<file path="config.mk">
export PLATFORM = sky130hd
export DESIGN_NAME = cp0_exc_ctrl
export DESIGN_NICKNAME = d
export VERILOG_FILES = /design/src/rtl/cp0_exc_ctrl.sv
export SDC_FILE = /design/constraint.sdc
export NUM_CORES = 1
export LEC_CHECK = 0
export CAP_MARGIN = 10
export CORE_MARGIN = 5
export CORE_UTILIZATION = 47
export CTS_BUF_LIST = sky130_fd_sc_hd__clkbuf_16
export DETAILED_ROUTE_END_ITERATION = 12
export PLACE_DENSITY = 0.95
export SYNTH_ARGS = -nofsm -noshare
export SYNTH_HDL_FRONTEND = slang
export SYNTH_SLANG_ARGS = --single-unit
</file>
<file path="constraint.sdc">
create_clock -name clk -period 4.78 [get_ports clk]
set_input_delay 0.478 -clock clk [delete_from_list [all_inputs] [get_ports clk]]
set_output_delay 0.478 -clock clk [all_outputs]
set_load 0.02 [all_outputs]
</file>
<file path="src/rtl/cp0_exc_ctrl.sv">
// ---------------------------------------------------------------------------
// cp0_exc_ctrl -- Coprocessor-0 exception/interrupt controller (Memory stage)
//
// Arbitrates hardware interrupts against the synchronous exception code that
// travels down the pipe, raises Req to flush/freeze the pipeline, and keeps
// SR(12), Cause(13), EPC(14) and PRId(15). Serves mfc0 / mtc0 / eret.
//
// Optional feature: define CP0_BADVADDR_EN to add the BadAddr_M input and the
// BadVAddr(8) register, captured on address-error exceptions (AdEL/AdES).
// ---------------------------------------------------------------------------
module cp0_exc_ctrl #(
   parameter logic [31:0] PRID_VALUE = 32'h2022_1107,
   parameter logic [31:0] SR_WMASK   = 32'h0000_FC03
) (
   input  logic        clk,
   input  logic        reset,
   input  logic [4:0]  A1,
   input  logic [4:0]  A2,
   input  logic [31:0] Din,
   input  logic        WE,
   input  logic [31:0] PC_M,
   input  logic        Delay_M,
   input  logic [4:0]  ExcCode_M,
   input  logic        EXLClr,
   input  logic [5:0]  HWInt,
`ifdef CP0_BADVADDR_EN
   input  logic [31:0] BadAddr_M,
`endif
   output logic        Req,
   output logic [31:0] EPC_o,
   output logic [31:0] Dout
);

   // Register numbers served by mfc0/mtc0
   localparam logic [4:0] REG_BADVADDR = 5'd8;
   localparam logic [4:0] REG_SR       = 5'd12;
   localparam logic [4:0] REG_CAUSE    = 5'd13;
   localparam logic [4:0] REG_EPC      = 5'd14;
   localparam logic [4:0] REG_PRID     = 5'd15;

   // SR bits that physically exist: IM[15:10], EXL[1], IE[0]
   localparam logic [31:0] SR_KEEP     = 32'h0000_FC03;
   localparam logic [31:0] WORD_ALIGN  = 32'hFFFF_FFFC;

   // Address-error exception codes (AdEL / AdES)
   localparam logic [4:0] EXC_ADEL     = 5'd4;
   localparam logic [4:0] EXC_ADES     = 5'd5;

   // Architectural state
   logic [31:0] sr_q, sr_d;
   logic        cause_bd_q, cause_bd_d;
   logic [5:0]  cause_ip_q, cause_ip_d;
   logic [4:0]  cause_exc_q, cause_exc_d;
   logic [31:0] epc_q, epc_d;
`ifdef CP0_BADVADDR_EN
   logic [31:0] badvaddr_q, badvaddr_d;
`endif

   // SR field views
   logic        sr_ie;
   logic        sr_exl;
   logic [5:0]  sr_im;

   // Request terms and helpers
   logic        int_req;
   logic        exc_req;
   logic [31:0] cause_rd;
   logic [31:0] sr_merged;
   logic [31:0] pc_aligned;

   assign sr_ie  = sr_q[0];
   assign sr_exl = sr_q[1];
   assign sr_im  = sr_q[15:10];

   // Cause as seen by mfc0: BD[31], IP[15:10], ExcCode[6:2], rest zero
   assign cause_rd   = {cause_bd_q, 15'd0, cause_ip_q, 3'd0, cause_exc_q, 2'd0};
   // SR after an mtc0: only writable bits change, unimplemented bits stay zero
   assign sr_merged  = ((sr_q & ~SR_WMASK) | (Din & SR_WMASK)) & SR_KEEP;
   assign pc_aligned = PC_M & WORD_ALIGN;

   // Request arbitration: interrupt beats exception, nothing taken while EXL=1
   always_comb begin
      int_req = sr_ie & ~sr_exl & (|(HWInt & sr_im));
      exc_req = ~sr_exl & (ExcCode_M != 5'd0);
      Req     = ~reset & (int_req | exc_req);
   end

   // Next-state computation for SR, Cause and EPC
   always_comb begin
      // NOTE: every always_comb output gets a default first so no path leaves it unassigned (no latch).
      sr_d        = sr_q;
      cause_bd_d  = cause_bd_q;
      cause_exc_d = cause_exc_q;
      epc_d       = epc_q;
      // Pending-interrupt bits track the lines every cycle, independent of EXL
      cause_ip_d  = HWInt;

      if (Req) begin
         // A taken request flushes the mtc0/eret in M, so its write is dropped
         sr_d[1]     = 1'b1;
         cause_exc_d = int_req ? 5'd0 : ExcCode_M;
         cause_bd_d  = Delay_M;
         epc_d       = Delay_M ? (pc_aligned - 32'd4) : pc_aligned;
      end else begin
         if (WE) begin
            case (A2)
               REG_SR:  sr_d  = sr_merged;
               REG_EPC: epc_d = Din & WORD_ALIGN;
               default: ; // Cause, PRId and unimplemented numbers are read-only
            endcase
         end
         // eret applied after mtc0 so it wins for EXL when both hit SR
         if (EXLClr) begin
            sr_d[1] = 1'b0;
         end
      end
   end

`ifdef CP0_BADVADDR_EN
   // BadVAddr captures the faulting address on an address-error exception
   always_comb begin
      badvaddr_d = badvaddr_q;
      if (exc_req && !int_req && (ExcCode_M == EXC_ADEL || ExcCode_M == EXC_ADES)) begin
         badvaddr_d = BadAddr_M;
      end
   end
`endif

   // State registers with synchronous active-high reset
   always_ff @(posedge clk) begin
      // NOTE: sequential state uses non-blocking assignments so all flops update from pre-edge values.
      if (reset) begin
         sr_q        <= 32'd0;
         cause_bd_q  <= 1'b0;
         cause_ip_q  <= 6'd0;
         cause_exc_q <= 5'd0;
         epc_q       <= 32'd0;
      end else begin
         sr_q        <= sr_d;
         cause_bd_q  <= cause_bd_d;
         cause_ip_q  <= cause_ip_d;
         cause_exc_q <= cause_exc_d;
         epc_q       <= epc_d;
      end
   end

`ifdef CP0_BADVADDR_EN
   // BadVAddr register, cleared by reset and not writable by mtc0
   always_ff @(posedge clk) begin
      if (reset) begin
         badvaddr_q <= 32'd0;
      end else begin
         badvaddr_q <= badvaddr_d;
      end
   end
`endif

   // mfc0 read mux: combinational, no bypass of a same-cycle mtc0
   always_comb begin
      Dout = 32'd0;
      case (A1)
         REG_SR:       Dout = sr_q;
         REG_CAUSE:    Dout = cause_rd;
         REG_EPC:      Dout = epc_q;
         REG_PRID:     Dout = PRID_VALUE;
`ifdef CP0_BADVADDR_EN
         REG_BADVADDR: Dout = badvaddr_q;
`else
         REG_BADVADDR: Dout = 32'd0;
`endif
         default:      Dout = 32'd0;
      endcase
   end

   assign EPC_o = epc_q;

endmodule

</file>
---- After elaboration in Yosys (flattened, before gate mapping) ----
Cells that the tools add are included.
storage, ports and cells
  bits in registers ....................... 52
  input port bits ......................... 90
  output and inout bits ................... 65
  logic and storage cells ................. 41
cells by class
  $add $sub $neg .......................... 1
  equal/unequal tests ..................... 6
  muxes and demuxes ....................... 10
  bitwise operators ....................... 9
  reduce and logical (&&, ||, !) cells .... 9
operators by type and width
  kind                                                 count
  two-way mux 32 bit                                   4
  case mux 32 bit (4 select lines)                     1
  subtractor 32 x 3 -> 32 bit, second input constant   1
  equality test 5 x 4 -> 1 bit, second input constant  6
  bitwise AND 6 bit                                    1
  nonzero test 3 bit                                   2
  OR reduction 6 bit                                   1
  two-way mux 5 bit                                    1
  nonzero test 5 bit                                   1
  bitwise AND 1 bit                                    4
  two-way mux 2 bit                                    2
  AND reduction 2 bit                                  2
  nonzero test 2 bit                                   2
  inverter 1 bit                                       3
  AND reduction 3 bit                                  1
  two-way mux 1 bit                                    2
  bitwise OR 1 bit                                     1

---- Depth between registers and ports, before layout ----
  depth after elaboration ................. 7
  depth in mapped cells ................... 6
  mapped depth without buffers ............ 6

---- Worst setup path before layout ----
OpenSTA, ideal clock, no wires.
  path kind ............................... input to output
  start point ............................. in ExcCode_M[2]
  end point ............................... out Req
  arrival ................................. 1902 ps
  data required time ...................... 4302 ps
  setup slack ............................. 2400 ps
  stages on the path ...................... 5
  buffers on the path ..................... 1
  cell sequence ........................... or2_2 o41a_1 clkbuf_1 nor2_1 nor2_1
on the way
  word-level cells in the longest chain between the ends .. 4
ends and longest elaborated chain
  element             RTL line  RTL
  start, declared     23        input logic [4:0] ExcCode_M,
  nonzero test 5 bit  84        exc_req = ~sr_exl & (ExcCode_M != 5'd0);
  bitwise AND 1 bit   84
  bitwise OR 1 bit    85        Req = ~reset & (int_req | exc_req);
  bitwise AND 1 bit   85
  end, declared       29        output logic Req,
Every way passes these cells.

---- Final worst setup path ----
  start point ............................. in A1[1]
  end point ............................... out Dout[22]
on the way
  word-level cells in the longest chain between the ends .. 2
  elaborated cells between the ends (all ways) .. 5
  those cells by class .................... eq/ne (4); mux (1)
ends and longest elaborated chain
  element                               RTL line  RTL
  start, declared                       17        input logic [4:0] A1,
  equality test 5 x 4 -> 1 bit          161       case (A1)
  case mux 32 bit (4 select lines) (*)  161
  end, declared                         31        output logic [31:0] Dout
Mark *: on every way between the ends. The rest lies on a longest branch, timed or not.

==> flow_metrics.env <==
export IMPL_outcome="complete, no violations"
export IMPL_layout_min_cycle_time_ps=3727
export IMPL_setup_violations_final=0
export IMPL_dieHeight_um=97.90
export IMPL_cts_tree="yes"
export IMPL_yosys_cell_count_top_type="dfxtp_1"
export IMPL_ys_warn_count=0
export IMPL_synth_distinct_cells=52
export IMPL_firstDrtPassIters=7
export IMPL_num_nets_final=681
export IMPL_coreArea_um2=7607
export IMPL_holdWs_ps=503.2
export IMPL_clock_sinks=50
export IMPL_synth_compound_area_share=0.2254
export IMPL_detail_route_wl_per_cell_um=18.58
export IMPL_cts_made_buffers=5
export IMPL_synthToLayoutAreaGrowth_pct=46.80
export IMPL_post_cts_resized=0
export IMPL_preCtsSetupSlack_ps=1077
export IMPL_multi_input_area_um2=2364
export IMPL_cp_start_kind="primary input"
export IMPL_num_vias=4269
export IMPL_root_buffer="clkbuf_16"
export IMPL_synth_edff_count=0
export IMPL_grt_pass1_vias=3926
export IMPL_avgSynthCellArea_um2=7.825
export IMPL_post_cts_setup_buffer_count=0
export IMPL_power_leakage_nw=1.896
export IMPL_cts_buffer_depth=2
export IMPL_synth_xor_area_frac=0.02171
export IMPL_ir_worst_vdd_mv=0.1323
export IMPL_stdcell_area_um2=5330
export IMPL_fin_tns_setup_ps=0
export IMPL_hold_class="reg -> reg"
export IMPL_synth_top_area_frac=0.2757
export IMPL_synth_top_family_by_area="simple AND/OR/NAND/NOR gates"
export IMPL_period_share=0.7796
export IMPL_grt_pass1_wl_mm=20.45
export IMPL_port_buffers=150
export IMPL_max_cap_violations=0
export IMPL_drc=0
export IMPL_power_internal_uw=816.4
export IMPL_clk_latency_ps=290
export IMPL_cp_data_arrival_time_ps=3250
export IMPL_worst_pin_slew_ps=1203
export IMPL_synthCells=464
export IMPL_total_power_mw=1.175
export IMPL_slew_headroom=0.1908
export IMPL_cpLargestDelayFamily="simple AND/OR/NAND/NOR gates"
export IMPL_n_antenna_cell=0
export IMPL_hold_violations=0
export IMPL_grt_total_usage=0.2567
export IMPL_synth_commonest_cells="dfxtp_1 (50), clkbuf_1 (38), nor2_1 (33)"
export IMPL_crit_path_end_kind="primary output"
export IMPL_clock_fmax_ghz=0.2683
export IMPL_path_cells="clkdlybuf4s50_1 > buf_4 > nor2b_1 > nor2b_1 > and2_1 > clkdlybuf4s50_1"
export IMPL_viasPerCell=6.160
export IMPL_cp_slowest_cell="nor2b_1"
export IMPL_num_rows=32
export IMPL_synth_flop_cell="dfxtp_1"
export IMPL_power_density_nw_per_um2=220.4
export IMPL_r2r_setup_slack_ps=2260
export IMPL_die_area_um2=9583
export IMPL_switching_share=0.3052
export IMPL_synthTopCellsByArea="dfxtp_1 (28%), and4_1 (5.8%), mux2i_1 (5.5%), nor4_1 (5.3%), a31oi_1 (4.0%)"
export IMPL_yosys_area_share_adder=0.003446
export IMPL_synth_seq_cells=50
export IMPL_synthSimpleGateAreaFrac=0.3391
export IMPL_grt_antenna_before_repair=0
export IMPL_p_sw_uw=358.6
export IMPL_cts_htree_levels=2
export IMPL_gp_routability_congestion=0.9087
export IMPL_fin_ws_ps=1053
export IMPL_seqCellArea_um2=1001
export IMPL_synthMuxAreaShare=0.05513
export IMPL_ys_async_sr_fraction=0
export IMPL_place_area_um2=5187
export IMPL_rsz0062_at_grt="no"
export IMPL_slew_viol_final=0
export IMPL_path_clk_slew_ps=70
export IMPL_pwr_share_clk=0.298
export IMPL_ant_nets=0
export IMPL_netlist_area_um2=3631
export IMPL_pwr_share_seq=0.405
export IMPL_layout_drive_gt1_share=0.06091
export IMPL_dp_hpwl_mm=9.775
export IMPL_critPathMaxFanout=14
export IMPL_io_pins=155
export IMPL_worstPathRequired_ps=4300
export IMPL_grt_overflow_total=0
export IMPL_critPathKind="in -> out"
export IMPL_die_w_um=97.90
export IMPL_synth_top_cell_by_area="dfxtp_1"
export IMPL_yosysSeqAreaShare=0.2757
export IMPL_grt_max_degree=59
export IMPL_routed_wl_mm=12.88
export IMPL_finClkSkew_ps=5.155
export IMPL_initial_core_util=0.4773
export IMPL_path_buf_inv=3
export IMPL_nFillCells=590
export IMPL_drt_initial_drc_count=536
export IMPL_power_frac_comb=0.298
export IMPL_cp_slowest_stage_delay_ps=800
export IMPL_cts_hold_buffers=0
-- through the flow --
stage / instances / util
5_1_grt: 693 / 0.7007
2_1_floorplan: 465 / -
3_5_place_dp: 685 / 0.6819
4_1_cts: 693 / 0.7007
6_report: 693 / 0.7007
3_3_place_gp: 685 / 0.6819
-- power groups by stage --
stage                     Clock (mW)  Combinational, mW  Sequential, mW
after floorplan                    0              0.141           0.504
after global placement             0              0.337           0.483
after detailed placement           0              0.345           0.484
after CTS                      0.349              0.347           0.475
after global routing           0.370              0.373           0.479
final                          0.350              0.350           0.476
-- logic make-up after synthesis --
| group | Yosys count |
|---|---|
| and+or+nand+nor | 197 |
| AOI/OAI and AO/OA | 113 |
| buffers and inverters | 73 |
| DFF | 50 |
| muxes | 20 |
| xor gates and xnor gates | 9 |
| adders and majority gates | 1 |
| other | 1 |
-- cell usage in the layout (no fill, tap or decap), types with 5 or more instances in the layout --
master           count
clkdlybuf4s50_1    149
dfxtp_1             50
nor2_1              33
nor4_1              31
inv_1               30
and4_1              24
a31oi_1             23
mux2i_1             20
a211oi_1            19
a21oi_1             16
a311oi_1            15
and2_1              14
nand2b_1            14
or4_1               12
buf_4               12
nor2b_1             11
nand2_1             10
o31ai_1             10
nand3_1              8
nor3_1               7
or3_1                7
or3b_2               6
a22oi_1              5
xor2_1               5
nand4_1              5
clkbuf_16            5
-- cell type report --
cell class | count | area share
clock buffers | 5 | 0.02347
clock inverters | 3 | 0.003286
inverters | 29 | 0.02042
multi-input cells | 342 | 0.4434
flip-flops and latches | 50 | 0.1878
well taps | 102 | 0.02394
repair buffers | 162 | 0.2977
-- metal layers --
metal / GRT usage / share of wire / up-vias
li1: - / - / 2023
met1: 0.3440 / 0.41 / 1983
met2: 0.4314 / 0.48 / 237
met3: 0.04214 / 0.085 / 26
met4: 0.06177 / 0.018 / 0
met5: 0 / 0 / -
-- registers in the layout, summed over array words and instances, names as in the netlist --
name,flops
EPC_o,30
cause_bd_q,1
cause_ip_q,6
cause_exc_q,5
sr_q,8
-- final timing paths --
path | startpoint | to | cells past startpoint
setup / recovery | A1[1] | Dout[22] | 6
setup reg to reg | sr_q[1] | sr_q[13] | 5
hold / removal | sr_q[10] | sr_q[10] | 2
hold reg to reg | sr_q[10] | sr_q[10] | 2
-- worst reg2reg max path, stage by stage (launching register included) --
cell	delay, ps
dfxtp_1	550
inv_1	240
o41a_1	160
buf_4	240
nor4_2	980
mux2i_1	270
Note: power is estimated with default switching activity, not from simulation.
